## src/rtl/uart_pkg.sv

```systemverilog
// rtl/uart_pkg.sv - shared UART receiver types, default widths and parity helper
package uart_pkg;

  localparam int UART_DEF_DATA_W     = 8;
  localparam int UART_DEF_OVERSAMPLE = 16;
  localparam int UART_DEF_FIFO_DEPTH = 16;
  localparam int UART_MAX_W          = 9;

  typedef enum logic [2:0] {
    ST_IDLE,
    ST_START,
    ST_DATA,
    ST_PARITY,
    ST_STOP,
    ST_BRK_WAIT
  } rx_state_t;

  // Parity bit a transmitter sends for the low nbits of data; ptype 0 = even, 1 = odd.
  function automatic logic calc_parity(input logic [UART_MAX_W-1:0] data,
                                       input logic [3:0]            nbits,
                                       input logic                  ptype);
    logic p;
    p = ptype;
    for (int i = 0; i < UART_MAX_W; i++) begin
      if (i < int'(nbits)) p = p ^ data[i];
    end
    return p;
  endfunction

endpackage

```

## src/rtl/uart_rx_fifo.sv

```systemverilog
// rtl/uart_rx_fifo.sv - show-ahead receive FIFO; head output holds its last value when empty
module uart_rx_fifo #(
  parameter int WIDTH = 10,
  parameter int DEPTH = 16
) (
  input  logic                     clk,
  input  logic                     rst_n,
  input  logic                     push,
  input  logic [WIDTH-1:0]         wdata,
  input  logic                     pop,
  output logic [WIDTH-1:0]         rdata,
  output logic                     full,
  output logic                     empty,
  output logic [$clog2(DEPTH):0]   level
);

  localparam int AW = $clog2(DEPTH);

  logic [WIDTH-1:0] mem [DEPTH];
  logic [AW:0]      wr_ptr;
  logic [AW:0]      rd_ptr;
  logic [WIDTH-1:0] hold;
  logic             do_push;
  logic             do_pop;

  assign level   = wr_ptr - rd_ptr;
  assign full    = (level == (AW+1)'(DEPTH));
  assign empty   = (wr_ptr == rd_ptr);
  assign do_pop  = pop & ~empty;
  // A pop in the same cycle frees the slot, so a push into a full FIFO still lands.
  assign do_push = push & (~full | do_pop);
  assign rdata   = empty ? hold : mem[rd_ptr[AW-1:0]];

  always_ff @(posedge clk) begin
    if (do_push) mem[wr_ptr[AW-1:0]] <= wdata;
  end

  always_ff @(posedge clk or negedge rst_n) begin
    if (!rst_n) begin
      wr_ptr <= '0;
      rd_ptr <= '0;
      hold   <= '0;
    end else begin
      if (do_push) wr_ptr <= wr_ptr + 1'b1;
      if (do_pop)  rd_ptr <= rd_ptr + 1'b1;
      if (!empty)  hold   <= mem[rd_ptr[AW-1:0]];
    end
  end

endmodule

```

## src/rtl/uart_rx_buffered.sv

```systemverilog
// rtl/uart_rx_buffered.sv - oversampling UART receiver with majority vote, break detect
// and a receive FIFO drained through valid/ready.
module uart_rx_buffered
  import uart_pkg::*;
#(
  parameter int DATA_W     = UART_DEF_DATA_W,
  parameter int OVERSAMPLE = UART_DEF_OVERSAMPLE,
  parameter int FIFO_DEPTH = UART_DEF_FIFO_DEPTH
) (
  input  logic                          clk,
  input  logic                          rst_n,
  input  logic                          rx_tick,
  input  logic [1:0]                    i_num_bit_data,
  input  logic                          i_stop_bit,
  input  logic                          i_parity_en,
  input  logic                          i_parity_type,
  input  logic                          i_rx_serial,
  output logic [DATA_W-1:0]             o_data,
  output logic                          o_parity_err,
  output logic                          o_frame_err,
  output logic                          o_valid,
  input  logic                          i_ready,
  output logic                          o_overrun,
  output logic                          o_break,
  output logic [$clog2(FIFO_DEPTH):0]   o_fifo_level
);

  localparam int TICK_W = $clog2(OVERSAMPLE);
  localparam int CNT_W  = $clog2(DATA_W);
  localparam int ENT_W  = DATA_W + 2;
  localparam logic [TICK_W-1:0] S0_T   = TICK_W'(OVERSAMPLE/2 - 1);
  localparam logic [TICK_W-1:0] S1_T   = TICK_W'(OVERSAMPLE/2);
  localparam logic [TICK_W-1:0] VOTE_T = TICK_W'(OVERSAMPLE/2 + 1);
  localparam logic [TICK_W-1:0] END_T  = TICK_W'(OVERSAMPLE - 1);

  logic sync1, sync2, rx_prev, rx_s, fall;
  rx_state_t state, state_n;
  logic [TICK_W-1:0] tick_cnt, tick_n;
  logic [CNT_W-1:0]  bit_cnt, bit_n, last_idx;
  logic              stop_idx, stop_idx_n;
  logic              s0, s0_n, s1, s1_n, vote;
  logic [DATA_W-1:0] data_r, data_n;
  logic              par_bit, par_bit_n, par_err, par_err_n, frm_err, frm_err_n;
  logic [1:0]        cfg_sel, cfg_sel_n;
  logic              cfg_stop2, cfg_stop2_n, cfg_par_en, cfg_par_en_n, cfg_par_odd, cfg_par_odd_n;
  logic              push_set, push_req, brk_set, brk_q, overrun_q;
  logic [ENT_W-1:0]  push_word, push_word_n, head;
  logic              in_frame, at_vote, bit_end;
  logic              fifo_full, fifo_empty, pop;

  assign rx_s     = sync2;
  assign fall     = rx_prev & ~rx_s;
  assign vote     = (s0 & s1) | (s0 & rx_s) | (s1 & rx_s);
  assign in_frame = state inside {ST_START, ST_DATA, ST_PARITY, ST_STOP};
  assign at_vote  = rx_tick && (tick_cnt == VOTE_T);
  assign bit_end  = rx_tick && (tick_cnt == END_T);
  assign last_idx = CNT_W'(DATA_W - 4) + CNT_W'(cfg_sel);

  always_comb begin
    state_n       = state;
    tick_n        = tick_cnt;
    bit_n         = bit_cnt;
    stop_idx_n    = stop_idx;
    s0_n          = s0;
    s1_n          = s1;
    data_n        = data_r;
    par_bit_n     = par_bit;
    par_err_n     = par_err;
    frm_err_n     = frm_err;
    cfg_sel_n     = cfg_sel;
    cfg_stop2_n   = cfg_stop2;
    cfg_par_en_n  = cfg_par_en;
    cfg_par_odd_n = cfg_par_odd;
    push_set      = 1'b0;
    push_word_n   = push_word;
    brk_set       = 1'b0;

    if (rx_tick && in_frame) begin
      tick_n = bit_end ? '0 : tick_cnt + 1'b1;
      if (tick_cnt == S0_T) s0_n = rx_s;
      if (tick_cnt == S1_T) s1_n = rx_s;
    end

    unique case (state)
      ST_IDLE: begin
        if (fall) begin
          state_n       = ST_START;
          tick_n        = '0;
          bit_n         = '0;
          stop_idx_n    = 1'b0;
          data_n        = '0;
          par_bit_n     = 1'b0;
          par_err_n     = 1'b0;
          frm_err_n     = 1'b0;
          cfg_sel_n     = i_num_bit_data;
          cfg_stop2_n   = i_stop_bit;
          cfg_par_en_n  = i_parity_en;
          cfg_par_odd_n = i_parity_type;
        end
      end
      ST_START: begin
        if (at_vote && vote) state_n = ST_IDLE;
        else if (bit_end)    state_n = ST_DATA;
      end
      ST_DATA: begin
        if (at_vote) data_n[bit_cnt] = vote;
        if (bit_end) begin
          if (bit_cnt == last_idx) state_n = cfg_par_en ? ST_PARITY : ST_STOP;
          else                     bit_n   = bit_cnt + 1'b1;
        end
      end
      ST_PARITY: begin
        if (at_vote) begin
          par_bit_n = vote;
          par_err_n = calc_parity(UART_MAX_W'(data_r), 4'(last_idx) + 4'd1, cfg_par_odd) ^ vote;
        end
        if (bit_end) state_n = ST_STOP;
      end
      ST_STOP: begin
        if (at_vote) begin
          if (!vote) frm_err_n = 1'b1;
          // An all-zero frame through the first stop bit is a break, not a byte.
          if (!stop_idx && !vote && (data_r == '0) && !(cfg_par_en && par_bit)) begin
            brk_set = 1'b1;
            state_n = ST_BRK_WAIT;
          end else if (stop_idx || !cfg_stop2) begin
            push_set    = 1'b1;
            push_word_n = {frm_err_n, par_err, data_r};
            state_n     = ST_IDLE;
          end
        end else if (bit_end) begin
          stop_idx_n = 1'b1;
        end
      end
      ST_BRK_WAIT: begin
        if (rx_s) state_n = ST_IDLE;
      end
      default: state_n = ST_IDLE;
    endcase
  end

  always_ff @(posedge clk or negedge rst_n) begin
    if (!rst_n) begin
      sync1       <= 1'b1;
      sync2       <= 1'b1;
      rx_prev     <= 1'b1;
      state       <= ST_IDLE;
      tick_cnt    <= '0;
      bit_cnt     <= '0;
      stop_idx    <= 1'b0;
      s0          <= 1'b0;
      s1          <= 1'b0;
      data_r      <= '0;
      par_bit     <= 1'b0;
      par_err     <= 1'b0;
      frm_err     <= 1'b0;
      cfg_sel     <= '0;
      cfg_stop2   <= 1'b0;
      cfg_par_en  <= 1'b0;
      cfg_par_odd <= 1'b0;
      push_req    <= 1'b0;
      push_word   <= '0;
      brk_q       <= 1'b0;
      overrun_q   <= 1'b0;
    end else begin
      sync1       <= i_rx_serial;
      sync2       <= sync1;
      rx_prev     <= sync2;
      state       <= state_n;
      tick_cnt    <= tick_n;
      bit_cnt     <= bit_n;
      stop_idx    <= stop_idx_n;
      s0          <= s0_n;
      s1          <= s1_n;
      data_r      <= data_n;
      par_bit     <= par_bit_n;
      par_err     <= par_err_n;
      frm_err     <= frm_err_n;
      cfg_sel     <= cfg_sel_n;
      cfg_stop2   <= cfg_stop2_n;
      cfg_par_en  <= cfg_par_en_n;
      cfg_par_odd <= cfg_par_odd_n;
      push_req    <= push_set;
      push_word   <= push_word_n;
      brk_q       <= brk_set;
      overrun_q   <= push_req & fifo_full & ~pop;
    end
  end

  assign pop = ~fifo_empty & i_ready;

  uart_rx_fifo #(
    .WIDTH (ENT_W),
    .DEPTH (FIFO_DEPTH)
  ) u_fifo (
    .clk   (clk),
    .rst_n (rst_n),
    .push  (push_req),
    .wdata (push_word),
    .pop   (pop),
    .rdata (head),
    .full  (fifo_full),
    .empty (fifo_empty),
    .level (o_fifo_level)
  );

  assign o_data       = head[DATA_W-1:0];
  assign o_parity_err = head[DATA_W];
  assign o_frame_err  = head[DATA_W+1];
  assign o_valid      = ~fifo_empty;
  assign o_overrun    = overrun_q;
  assign o_break      = brk_q;

endmodule

```

## config.mk

```make
export PLATFORM = sky130hd
export DESIGN_NAME = uart_rx_buffered
export DESIGN_NICKNAME = d
export VERILOG_FILES = /design/src/rtl/uart_pkg.sv /design/src/rtl/uart_rx_fifo.sv /design/src/rtl/uart_rx_buffered.sv
export SDC_FILE = /design/constraint.sdc
export NUM_CORES = 1
export LEC_CHECK = 0
export CAP_MARGIN = 40
export CORE_MARGIN = 3
export CORE_UTILIZATION = 50
export CTS_CLUSTER_SIZE = 8
export DETAILED_ROUTE_END_ITERATION = 16
export PLACE_DENSITY = 0.74
export SYNTH_ARGS = -nofsm -noshare
export SYNTH_HDL_FRONTEND = slang
export SYNTH_HIERARCHICAL = 1
export SYNTH_SLANG_ARGS = --single-unit
```

## constraint.sdc

```tcl
create_clock -name clk -period 5.75 [get_ports clk]
set_input_delay 1.725 -clock clk [delete_from_list [all_inputs] [get_ports clk]]
set_output_delay 1.725 -clock clk [all_outputs]
set_load 0.05 [all_outputs]
```

==> flow_summary_export.csv <==
group,metric,value,unit
run_status,outcome,"completed",
clock_tree,path_clk_slew,50,ps
setup_path,path_max_fanout,21,
setup_path,required,4030,ps
power,seq_power_share,37.1,%
clock_tree,clockRootBuffer,"clkbuf_16",
timing,tightestPinTransition,814,ps
grt,grt_util_all_layers,20.0,%
synth,syn-cell-area,9550,um^2
synth,synthCells,613,
placement,preCtsSetupSlack,1200,ps
clock_tree,clk_latency,490,ps
power,power_frac_comb,30.1,%
timing,fmax,201,MHz
synth,synth-edff-count,160,
clock_tree,htreeDepth,2,
placement,gp_congestion,0.844,
synth,ys.flop_type,"edfxtp_1",
grt,grt_max_degree,43,
power,powerDensity,491,nW/um^2
synth,ys_seq_area_share,67.4,%
clock_tree,cts_buffers,34,
timing,setup_violations,0,
floorplanning,io_pins,28,
routing,drt-total-wl,20.0,mm
synth,syn_nets,637,
cells_and_area,antenna_cells,0,
cells_and_area,drive_gt1_share,20.1,%
power,power_leakage,4.04,nW
grt,grt_pass1_wl,31.5,mm
cells_and_area,nets,688,
floorplanning,num_rows,49,
routing,drtAntennaViolNets,0,
routing,drt_first_pass_iters,5,
synth,synth_top_area_cell,"edfxtp_1",
cells_and_area,seq_area,6440,um^2
power,p_sw_share,33.7,%
timing,worst_slack,767,ps
clock_tree,holdBufCountCts,0,
setup_path,critPathKind,"flip-flop to primary output",
synth,ys_warn_count,6,
synth,yosysMostFrequentCell,"edfxtp_1",
routing,drt_iter0_drc,357,
setup_path,start_kind,"flip-flop",
routing,dr_total_vias,5493,
timing,tns,0,ps
setup_path,r2r_setup_slack,2030,ps
floorplanning,die-area,20800,um^2
run,cap_violations,0,
cells_and_area,area_delta_synth_final,15.7,%
synth,synth_top_area_share,50.3,%
hold_path,worst_hold_path_type,"flip-flop to flip-flop",
synth,netlist_top_cells_count,"edfxtp_1 (160), nor2_1 (63), dfrtp_1 (62)",
placement,dp_hpwl,12.8,mm
synth,synth_area_leaders,"edfxtp_1 (50%), dfrtp_1 (16%), mux4_2 (9.4%)",
timing,slew_headroom,45.7,%
clock_tree,cts_sinks,225,
grt,antenna_found_initial,0,
power,p_sw,1.83,mW
routing,vias_per_cell,5.99,
timing,fin_skew,30.3,ps
setup_path,critPathArrivalTime,3260,ps
floorplanning,coreArea,18300,um^2
cells_and_area,multi_input_area,2920,um^2
timing,slew_violations,0,
clock_tree,post_cts_buffers,0,
setup_path,end_kind,"primary output",
placement,io_buffers,27,
timing,final-hold-violation-count,0,
timing,period_share,86.7,%
floorplanning,initial_core_util,52.1,%
grt,grt_pass1_vias,5698,
synth,syn_area_per_cell,15.6,um^2
clock_tree,cts_resized,0,
routing,post_drt_wl_per_cell,21.9,um
synth,ys_ff_latch,225,
grt,gr-total-overflow,0,
routing,drc,0,
floorplanning,die_w,144,um
synth,netlist-cell-type-count,64,
cells_and_area,nFillCells,1355,
power,ir_drop,0.000361,V
synth,async_reset_ff_share,28.9,%
floorplanning,die_h,144,um
power,p_int,3.60,mW
timing,rsz0062_at_grt,"no",
power,pwr-share-clk,32.8,%
timing,fin_crit,4980,ps
clock_tree,cts_max_path_buffers,3,
clock_tree,cts_tree,"built",
through the flow:
stage / total power, mW / std cells / hold WS [ps] / cell area, um^2 / utilization (%)
after floorplan: 3.22 / 613 / 345 / 9550 / -
after global placement: 3.63 / 857 / 348 / 10100 / 55.0
after detailed placement: 3.68 / 857 / 347 / 10100 / 55.0
after CTS: 5.48 / 917 / 354 / 11100 / 60.3
after global routing: 5.69 / 917 / 362 / 11100 / 60.3
final: 5.43 / 917 / 353 / 11100 / 60.3
flip-flops by register name, indices dropped and copies added (netlist names), 2 cells and up:
signal and flops:
bit_cnt 3, cfg_sel 2, data_r 8, push_word 10
state 3, tick_cnt 4, u_fifo/hold 10, u_fifo/mem 160
u_fifo/rd_ptr 5, u_fifo/wr_ptr 5
critical path, cell delays in order, from the launching register on:
cell and delay, ps:
dfrtp_2 800, ha_1 300, inv_1 60, fa_1 390, nand3_1 120, a21oi_1 120
nor2_1 160, clkdlybuf4s50_1 820
final cells by class:
type | count | area share, %
repair buffers | 43 | 3.26
inverters | 18 | 0.611
clock inverters | 2 | 0.158
clock buffers | 58 | 8.71
flip-flops and latches | 225 | 58.2
multi-input cells | 342 | 26.4
well taps | 229 | 2.59
power groups by stage:
| stage | Combinational, mW | Clock, mW | Sequential [mW] |
|---|---|---|---|
| after detailed placement | 1.64 | 0 | 2.04 |
| after floorplan | 1.29 | 0 | 1.94 |
| after global routing | 1.76 | 1.89 | 2.03 |
| after global placement | 1.60 | 0 | 2.03 |
| after CTS | 1.65 | 1.82 | 2.01 |
| final | 1.63 | 1.78 | 2.01 |
final timing paths:
kind | startpoint | cells past startpoint | end
max | u_fifo/rd_ptr[0] | 7 | o_fifo_level[4]
min | sync1 | 0 | rx_s
max reg2reg | u_fifo/rd_ptr[3] | 9 | u_fifo/mem[0][0]
min reg2reg | sync1 | 0 | rx_s
max in group asynchronous | rst_n | 2 | u_fifo/rd_ptr[0]
min in group asynchronous | rst_n | 1 | cfg_sel[1]
cell usage in the layout (no fill, tap or decap), drive strengths merged, types with 5 or more instances in the layout:
cell type / Yosys / layout
edfxtp: 160 / 160
nor2: 64 / 64
dfrtp: 62 / 62
clkbuf: 15 / 58
mux4: 40 / 40
buf: 13 / 27
nand2: 23 / 23
o21ai: 23 / 23
inv: 17 / 18
xnor2: 16 / 16
clkdlybuf4s50: 0 / 16
mux2: 16 / 16
a211oi: 15 / 15
a21oi: 14 / 14
ha: 13 / 13
and2: 13 / 13
o22ai: 11 / 11
nand3: 10 / 10
nor3: 10 / 10
and3: 8 / 8
o31ai: 5 / 5
xor2: 5 / 5
nor4: 5 / 5
layer usage:
layer | vias to the layer above | share of wire (%) | GRT usage [%]
li1 | 2471 | - | -
met1 | 2808 | 42 | 26.7
met2 | 172 | 50 | 33.3
met3 | 42 | 5.8 | 4.10
met4 | 0 | 2.4 | 6.28
met5 | - | 0 | 0
cells by family (layout without fill, tap and decap cells):
family	count (synthesis)	count (layout)	synth area share [%]
adders and majority gates	15	15	2.03
and+or+nand+nor	161	161	8.61
buffers and inverters	46	121	2.16
AOI/OAI and AO/OA	89	89	6.27
DFF	225	225	67.4
muxes	56	56	11.6
xor gates and xnor gates	21	21	1.93
Power figures use the tool's default switching activity.
